===== src/rtl/demux_1x4_scheduler.sv =====
// 1-to-4 demultiplexing scheduler: one valid/ready input stream fanned out to four
// one-entry channel registers, targeted by round-robin pointer or explicit destination.
module demux_1x4_scheduler #(
  parameter int unsigned WIDTH = 4
) (
  input  logic             clk,
  input  logic             rst_n,
  input  logic [WIDTH-1:0] din,
  input  logic             din_valid,
  output logic             din_ready,
  input  logic             mode,
  input  logic [1:0]       dest_sel,
  output logic [1:0]       sel,
  output logic [WIDTH-1:0] dout1,
  output logic [WIDTH-1:0] dout2,
  output logic [WIDTH-1:0] dout3,
  output logic [WIDTH-1:0] dout4,
  output logic [3:0]       dout_valid,
  input  logic [3:0]       dout_ready
);

  localparam int unsigned NUM_CH = 4;
  localparam int unsigned PTR_W  = 2;

  logic [PTR_W-1:0]  rr_ptr_q, rr_ptr_d;
  logic [WIDTH-1:0]  data_q [NUM_CH];
  logic [WIDTH-1:0]  data_d [NUM_CH];
  logic [NUM_CH-1:0] valid_q, valid_d;

  logic [PTR_W-1:0]  tgt;
  logic              accept;
  logic [NUM_CH-1:0] load;
  logic [NUM_CH-1:0] drain;

  // Target selection and input handshake; a draining channel can take a new word.
  always_comb begin
    tgt       = mode ? dest_sel : rr_ptr_q;
    din_ready = rst_n & (~valid_q[tgt] | dout_ready[tgt]);
    accept    = din_valid & din_ready;
  end

  // Per-channel load/drain strobes.
  always_comb begin
    load  = '0;
    drain = valid_q & dout_ready;
    for (int k = 0; k < NUM_CH; k++) begin
      load[k] = accept & (tgt == PTR_W'(k));
    end
  end

  // Next-state: load wins over drain so a simultaneous drain+load keeps valid high.
  always_comb begin
    valid_d  = valid_q;
    rr_ptr_d = rr_ptr_q;
    for (int k = 0; k < NUM_CH; k++) begin
      data_d[k] = data_q[k];
      if (load[k]) begin
        data_d[k]  = din;
        valid_d[k] = 1'b1;
      end else if (drain[k]) begin
        valid_d[k] = 1'b0;
      end
    end
    if (accept && !mode) begin
      rr_ptr_d = rr_ptr_q + PTR_W'(1);
    end
  end

  always_ff @(posedge clk) begin
    if (!rst_n) begin
      rr_ptr_q <= '0;
      valid_q  <= '0;
      for (int k = 0; k < NUM_CH; k++) begin
        data_q[k] <= '0;
      end
    end else begin
      rr_ptr_q <= rr_ptr_d;
      valid_q  <= valid_d;
      for (int k = 0; k < NUM_CH; k++) begin
        data_q[k] <= data_d[k];
      end
    end
  end

  always_comb begin
    sel        = tgt;
    dout1      = data_q[0];
    dout2      = data_q[1];
    dout3      = data_q[2];
    dout4      = data_q[3];
    dout_valid = valid_q;
  end

endmodule


===== config.mk =====
export PLATFORM = sky130hd
export DESIGN_NAME = demux_1x4_scheduler
export DESIGN_NICKNAME = d
export VERILOG_FILES = /design/src/rtl/demux_1x4_scheduler.sv
export SDC_FILE = /design/constraint.sdc
export NUM_CORES = 1
export LEC_CHECK = 0
export ABC_AREA = 1
export CAP_MARGIN = 20
export CORE_MARGIN = 3
export CORE_UTILIZATION = 25
export CTS_CLUSTER_DIAMETER = 150
export CTS_CLUSTER_SIZE = 25
export DETAILED_ROUTE_END_ITERATION = 16
export GPL_TIMING_DRIVEN = 1
export PLACE_DENSITY = 0.61
export SLEW_MARGIN = 15
export SYNTH_ARGS = -nofsm -noshare
export SYNTH_HDL_FRONTEND = slang
export SYNTH_SLANG_ARGS = --single-unit

===== constraint.sdc =====
create_clock -name clk -period 1.4 [get_ports clk]
set_clock_uncertainty 0.1 [all_clocks]
set_input_delay 0.14 -clock clk [delete_from_list [all_inputs] [get_ports clk]]
set_output_delay 0.14 -clock clk [all_outputs]
set_load 0.02 [all_outputs]

==> impl_metrics.yaml, run 1 <==
worst_hold_path:
  hold_depth: 4
  hold_class: "register to register"
synth:
  synth-compound-area-share_pct: 2.55
  synth_seq_cells: 22
  syn_avg_cell_area_sq_um: 7.10
  ys_types: 16
  synthTopCellsByArea: "dfxtp_1 (36%), nand2_1 (16%), inv_1 (8.2%), nor2_2 (8.1%), nand4_4 (6.9%)"
  yosysTopAreaCell: "dfxtp_1"
  synth_xor_xnor_area_share_pct: 0
  synth_top_family_by_area: "simple AND/OR/NAND/NOR gates"
  yosys.area_share.simple_pct: 49.2
  synth_cells: 173
  yosys_warnings: 0
  synth_fa_ha_area_share_pct: 0
  synthesis.area_sq_um: 1230
  ys_seq_area_share_pct: 35.8
  synthMuxAreaShare_pct: 0
  synth_nets: 187
  synth_top_area_share_pct: 35.8
power_and_ir_drop:
  cellPowerDensity_nw_per_um2: 850
  peakVddDrop_mv: 0.350
  p_leak_uw: 0.000975
  power_uw: 1690
place:
  place_ws_ns: -0.786
  io_buffers: 36
  gp_congestion: 0.826
  hpwl_um: 2260
  placed_cell_area_sq_um: 1740
  placed_cells: 282
floorplan:
  chipHeight_um: 76.1
  core_area_sq_um: 4530
  row_count: 24
  start_util_pct: 27.1
  pin_count: 37
  die_w_um: 76.1
  dieArea_sq_um: 5790
setup_path:
  required_ns: 1.50
  path_cells: "clkdlybuf4s50_1 -> nand2_1 -> nand2_4 -> nand3_1 -> nand2_2 -> nor2_4 -> buf_12 -> nand2_8 -> nand4_4 -> buf_4 -> a21oi_2"
  crit_slowest_cell: "clkdlybuf4s50_1"
  crit_type: "primary input to register"
  cp.buffers_inverters: 3
  slowest_delay_ns: 0.47
  worstSetupStartpointType: "primary input"
  critical_path.top_delay_family: "buffers and inverters"
  worst-path-stages: 11
  critPathCaptureType: "register"
  r2r_cells: 11
  crit_arrival_ns: 1.70
  worstPathMaxFanout: 6
clock_tree:
  insertion_delay_ns: 0.26
  root_buffer: "clkbuf_8"
  cts.sinks: 22
  cts_tree: "yes"
  cts_buffers: 3
  clk_pin_slew_worst_paths_ns: 0.09
  cts_max_level: 1
  max-clock-path-buffers: 2
  postCtsHoldBufs: 0
layout:
  mostFrequentLayoutCell: "nand2_1"
  instances_no_fill: 295
  drive_above_1_share_pct: 39.6
  design_area_sq_um: 1990
  fin_nets: 245
  n_antenna_cell: 0
  mostFrequentLayoutCells: "nand2_1 (45), nor2_2 (30), inv_1 (26), dlygate4sd2_1 (22), dfxtp_1 (20)"
  syn_to_final_growth_pct: 62.3
global_routing:
  grt_first_pass_wirelength_um: 5640
  grt-ovfl-total: 0
  grt_max_degree: 28
  antenna_found_initial: 0
  grt_pass1_vias: 1154
  track_usage_pct: 12.1
sta:
  finalHoldViolations: 0
  finalMaxSlewViolations: 0
  rsz0062_at_grt: "yes"
  hold_slack_ns: 0.425
  relSlewSlack_pct: 73.5
  worstMarginPinSlew_ns: 0.396
  fmaxAchievable_ghz: 0.626
  fin_crit_sh_pct: 114
  fin_ws_ns: -0.197
  setup_viol: 23
  fin_crit_ns: 1.60
outcome:
  outcome: "finished with violations"
  violations: "negative setup slack"
route:
  ant_nets: 0
  firstDrtPassIters: 4
  wirelength_um: 3420
  viasPerCell: 4.03
  vias: 1188
  drc_errors: 0
  drt_iter0_drc: 62
  wl_per_cell_um: 11.6
run:
  cap_viol_max_count: 0
routing by layer:
layer	routed length [um]	track usage, %	up-vias
met2	1620	20.0	22
met1	1600	15.2	519
met3	166	3.78	4
li1	-	-	643
met5	0	0	-
met4	29	3.26	0
Yosys cell counts, drive strengths merged:
library cell  number
nand2             64
nor2              39
inv               28
dfxtp             22
nand4              6
a21oi              5
nand3              4
buf                3
a31oi              1
clkbuf             1
power breakdown:
part           internal (uW)  total (uW)  leakage (uW)  switching, uW
Clock                    382         609     0.0000357            227
Sequential               653         667      0.000180           14.4
Combinational            174         418      0.000759            244
worst register-to-register path, stage by stage (launching register included):
cell     delay (ns)
dfxtp_4        0.36
inv_2          0.06
nand2_2        0.05
nand2_4        0.10
nand3_1        0.09
nand2_2        0.09
nor2_4         0.05
buf_12         0.12
nand2_8        0.11
nand4_4        0.13
buf_4          0.18
a21oi_2        0.09
kinds of logic after synthesis:
family                 after synthesis
buffers and inverters               32
DFF                                 22
and+or+nand+nor                    113
AOI/OAI and AO/OA                    6
layout make-up:
class | count | area, sq um
timing repair buffer | 52 | 469
fill | 484 | 2540
multi-input combinational | 124 | 822
tap | 65 | 81.3
inverter | 28 | 105
clock inverter | 1 | 30.0
sequential | 22 | 445
clock buffer | 3 | 41.3
sequential cells by signal, summed over array words and instances, names as in the netlist:
signal,flops
data_q,16
rr_ptr_q,2
dout_valid,4
what timing repair did:
action	in CTS	in global routing
buffers inserted	3	1
endpoints found under the hold margin	0	0
cloned	5	0
pin swaps	7	13
setup endpoints to repair	45	24
resized for setup	55	13
metrics by stage:
stage          util (%)  TNS [ns]
4_1_cts            43.1     -3.34
6_report           44.0     -3.41
3_5_place_dp       38.3    -15.70
5_1_grt            44.0     -5.62
3_3_place_gp       38.3    -15.02
2_1_floorplan         -         0
path summary, 6_finish.rpt:
check | start | to | slack (ns)
worst max-delay path | dest_sel[1] | dout_valid[3]$_SDFFE_PN0P_ | -0.20
worst min-delay path | data_q[3][0]$_SDFFE_PN0P_ | data_q[3][0]$_SDFFE_PN0P_ | 0.43
worst max register to register | rr_ptr_q[0]$_SDFFE_PN0P_ | dout_valid[3]$_SDFFE_PN0P_ | -0.19
worst min register to register | data_q[3][0]$_SDFFE_PN0P_ | data_q[3][0]$_SDFFE_PN0P_ | 0.43
Note: power is estimated with default switching activity, not from simulation.
==> run 2, diff against run 1 <==
Settings changed: CTS_BUF_LIST set to sky130_fd_sc_hd__clkbuf_2 sky130_fd_sc_hd__clkbuf_4 sky130_fd_sc_hd__clkbuf_8.
==> results of run 2 <==
No change in the layout: final DEF, timing and power equal those of run 1.
==> run 3, diff against run 2 <==
Settings changed: ABC_AREA 1 to not set, PLACE_DENSITY 0.61 to 0.63.
==> impl_metrics.yaml, run 3 <==
clock_tree:
  max-clock-path-buffers: 2
  clk_pin_slew_worst_paths_ns: 0.07
  cts_max_level: 1
  cts_tree: "yes"
  insertion_delay_ns: 0.26
  cts_buffers: 3
  root_buffer: "clkbuf_8"
  cts.sinks: 22
synth:
  synthMuxAreaShare_pct: 22.1
  ys_seq_area_share_pct: 45.2
  yosys_warnings: 0
  synthArstFlopShare_pct: 0
  yosys.area_share.simple_pct: 23.9
  ys.flop_type: "dfxtp_1"
  synth_nets: 100
  synth_most_common_cell: "dfxtp_1"
  yosysTopAreaCell: "dfxtp_1"
  synth-compound-area-share_pct: 6.68
  synthesis.area_sq_um: 973
  syn_avg_cell_area_sq_um: 11.3
  synth_common_cells: "dfxtp_1 (22), nor2b_1 (20), mux2i_1 (16)"
  synth_fa_ha_area_share_pct: 0
  ys_types: 23
  synth_top_family_by_area: "simple AND/OR/NAND/NOR gates"
  synth_seq_cells: 22
  synthTopCellsByArea: "dfxtp_1 (45%), mux2i_1 (16%), nor2b_1 (13%), nor4_4 (4.4%), o21a_1 (3.9%)"
  synth_cells: 86
  synth-edff-count: 0
  synth_top_area_share_pct: 45.2
  synth_xor_xnor_area_share_pct: 0
sta:
  worstMarginPinSlew_ns: 0.284
  finalMaxSlewViolations: 0
  finalHoldViolations: 0
  relSlewSlack_pct: 81.0
  hold_slack_ns: 0.418
  fin_crit_ns: 1.82
  setup_tns_ns: -4.83
  fmaxAchievable_ghz: 0.550
  rsz0062_at_grt: "yes"
  fin_crit_sh_pct: 130
  setup_viol: 24
  fin_ws_ns: -0.417
layout:
  mostFrequentLayoutCell: "buf_4"
  design_area_sq_um: 1680
  largest_register: "data_q"
  drive_above_1_share_pct: 34.2
  fin_nets: 168
  instances_no_fill: 200
  final_core_util_pct: 45.3
  n_antenna_cell: 0
  syn_to_final_growth_pct: 72.8
  largest_reg_flops: 16
  fillers: 375
  mostFrequentLayoutCells: "buf_4 (25), dlygate4sd2_1 (21), nor2b_1 (20), dfxtp_1 (20), mux2i_1 (16)"
floorplan:
  start_util_pct: 26.2
  dieArea_sq_um: 4680
  die_w_um: 68.4
  chipHeight_um: 68.4
  pin_count: 37
  row_count: 22
  core_area_sq_um: 3720
setup_path:
  r2r_cells: 5
  r2r_slack_ns: -0.42
  critPathCaptureType: "register"
  crit_type: "register to register"
  worstSetupStartpointType: "register"
  slowest_delay_ns: 0.48
  worstPathMaxFanout: 3
  path_cells: "mux2_4 -> mux2_4 -> buf_6 -> or4_4 -> a21boi_2"
  r2r-end: "rr_ptr_q[1]$_SDFFE_PN0P_"
  rr_startpoint: "rr_ptr_q[1]$_SDFFE_PN0P_"
  required_ns: 1.49
  crit_arrival_ns: 1.91
  crit_slowest_cell: "or4_4"
  path_common_cell: "mux2_4"
route:
  wl_per_cell_um: 12.1
  route.top_layer_used: "met4"
  wirelength_um: 2420
  wl_met3_um: 203
  wl_met1_um: 988
  drc_errors: 0
  firstDrtPassIters: 3
  vias: 838
  drt_iter0_drc: 30
  ant_nets: 0
  wl_met2_um: 1150
  viasPerCell: 4.19
place:
  placed_cells: 192
  hpwl_um: 1830
  placed_cell_area_sq_um: 1580
  io_buffers: 36
  gp_congestion: 0.734
global_routing:
  track_usage_pct: 11.6
  grt_first_pass_wirelength_um: 3940
  grt-ovfl-total: 0
  grt_pass1_vias: 904
  antenna_found_initial: 0
  grt_max_degree: 23
worst_hold_path:
  min-delay-start: "data_q[0][0]$_SDFFE_PN0P_"
  whs_endpoint: "data_q[0][0]$_SDFFE_PN0P_"
  hold_class: "register to register"
  hold_depth: 2
outcome:
  violations: "negative setup slack"
  outcome: "finished with violations"
power_and_ir_drop:
  peakVddDrop_mv: 0.285
  cellPowerDensity_nw_per_um2: 777
  p_leak_uw: 0.000725
run:
  cap_viol_max_count: 0
-- run 3: cell types whose count changed after synthesis, sizes merged, moves of 3 or more --
| cell | change |
|---|---|
| a21oi | -5 |
| inv | -26 |
| mux2 | +3 |
| mux2i | +17 |
| nand2 | -63 |
| nand3 | -4 |
| nand4 | -6 |
| nor2 | -37 |
| nor2b | +20 |
| o21a | +5 |
-- run 3: per-layer routing --
| metal | GRT usage [%] | vias to the layer above |
|---|---|---|
| met5 | 0 | - |
| met4 | 7.69 | 0 |
| met3 | 3.61 | 7 |
| met2 | 18.5 | 26 |
| met1 | 13.1 | 374 |
| li1 | - | 431 |
-- run 3: cell type report --
| class | count | area (sq um) | share of cell area, % |
|---|---|---|---|
| Timing Repair Buffer | 66 | 576 | 34.2 |
| Multi-Input combinational cell | 59 | 552 | 32.8 |
| Clock buffer | 3 | 41.3 | 2.46 |
| Tap cell | 48 | 60.1 | 3.57 |
| Sequential cell | 22 | 443 | 26.3 |
| Inverter | 2 | 10.0 | 0.595 |
-- run 3: worst max path at each step --
stage / startpoint / endpoint / slack [ns] / cells past startpoint
6_report: rr_ptr_q[1]$_SDFFE_PN0P_ / rr_ptr_q[1]$_SDFFE_PN0P_ / -0.42 / 5
5_1_grt: rr_ptr_q[1]$_SDFFE_PN0P_ / rr_ptr_q[1]$_SDFFE_PN0P_ / -0.45 / 5
2_1_floorplan: rr_ptr_q[1]$_SDFFE_PN0P_ / rr_ptr_q[1]$_SDFFE_PN0P_ / -0.30 / 4
4_1_cts: rr_ptr_q[1]$_SDFFE_PN0P_ / rr_ptr_q[1]$_SDFFE_PN0P_ / -0.39 / 5
3_3_place_gp: mode / din_ready / -0.91 / 6
3_5_place_dp: mode / din_ready / -0.93 / 6
-- run 3: kinds of logic (layout without fill, tap and decap cells) --
| group | count (synthesis) | after routing |
|---|---|---|
| AO/OA/AOI/OAI | 9 | 9 |
| buffers and inverters | 5 | 71 |
| multiplexers | 20 | 20 |
| AND/OR/NAND/NOR | 30 | 30 |
| flip-flops | 22 | 22 |
-- run 3: report_power, final --
group | leakage, uW | switching (uW) | total (uW) | internal (uW)
clock network | 0.0000216 | 183 | 375 | 192
registers | 0.000179 | 8.73 | 652 | 643
logic | 0.000524 | 119 | 279 | 160
total | 0.000725 | 311 | 1310 | 995
-- run 3: stage by stage --
stage,worst slack (ns),total power [uW]
after floorplan,-0.304,785
final,-0.417,1310
after global routing,-0.450,1370
after global placement,-0.905,929
after CTS,-0.389,1320
after detailed placement,-0.929,931
-- run 3: timing repair --
| item | CTS | global route |
|---|---|---|
| setup buffers | 6 | 0 |
| hold buffers | 0 | 0 |
| setup endpoints to repair | 45 | 24 |
| pin swaps | 3 | 1 |
| hold endpoints to repair | 0 | 0 |
| gates resized for setup | 51 | 3 |
-- run 3: worst max-delay path: cells and delay by family (launching register included) --
kind	cells	cell delay [ns]
buf+inv	1	0.12
compound gates	1	0.13
flops	1	0.32
simple gates	1	0.48
mux	2	0.61
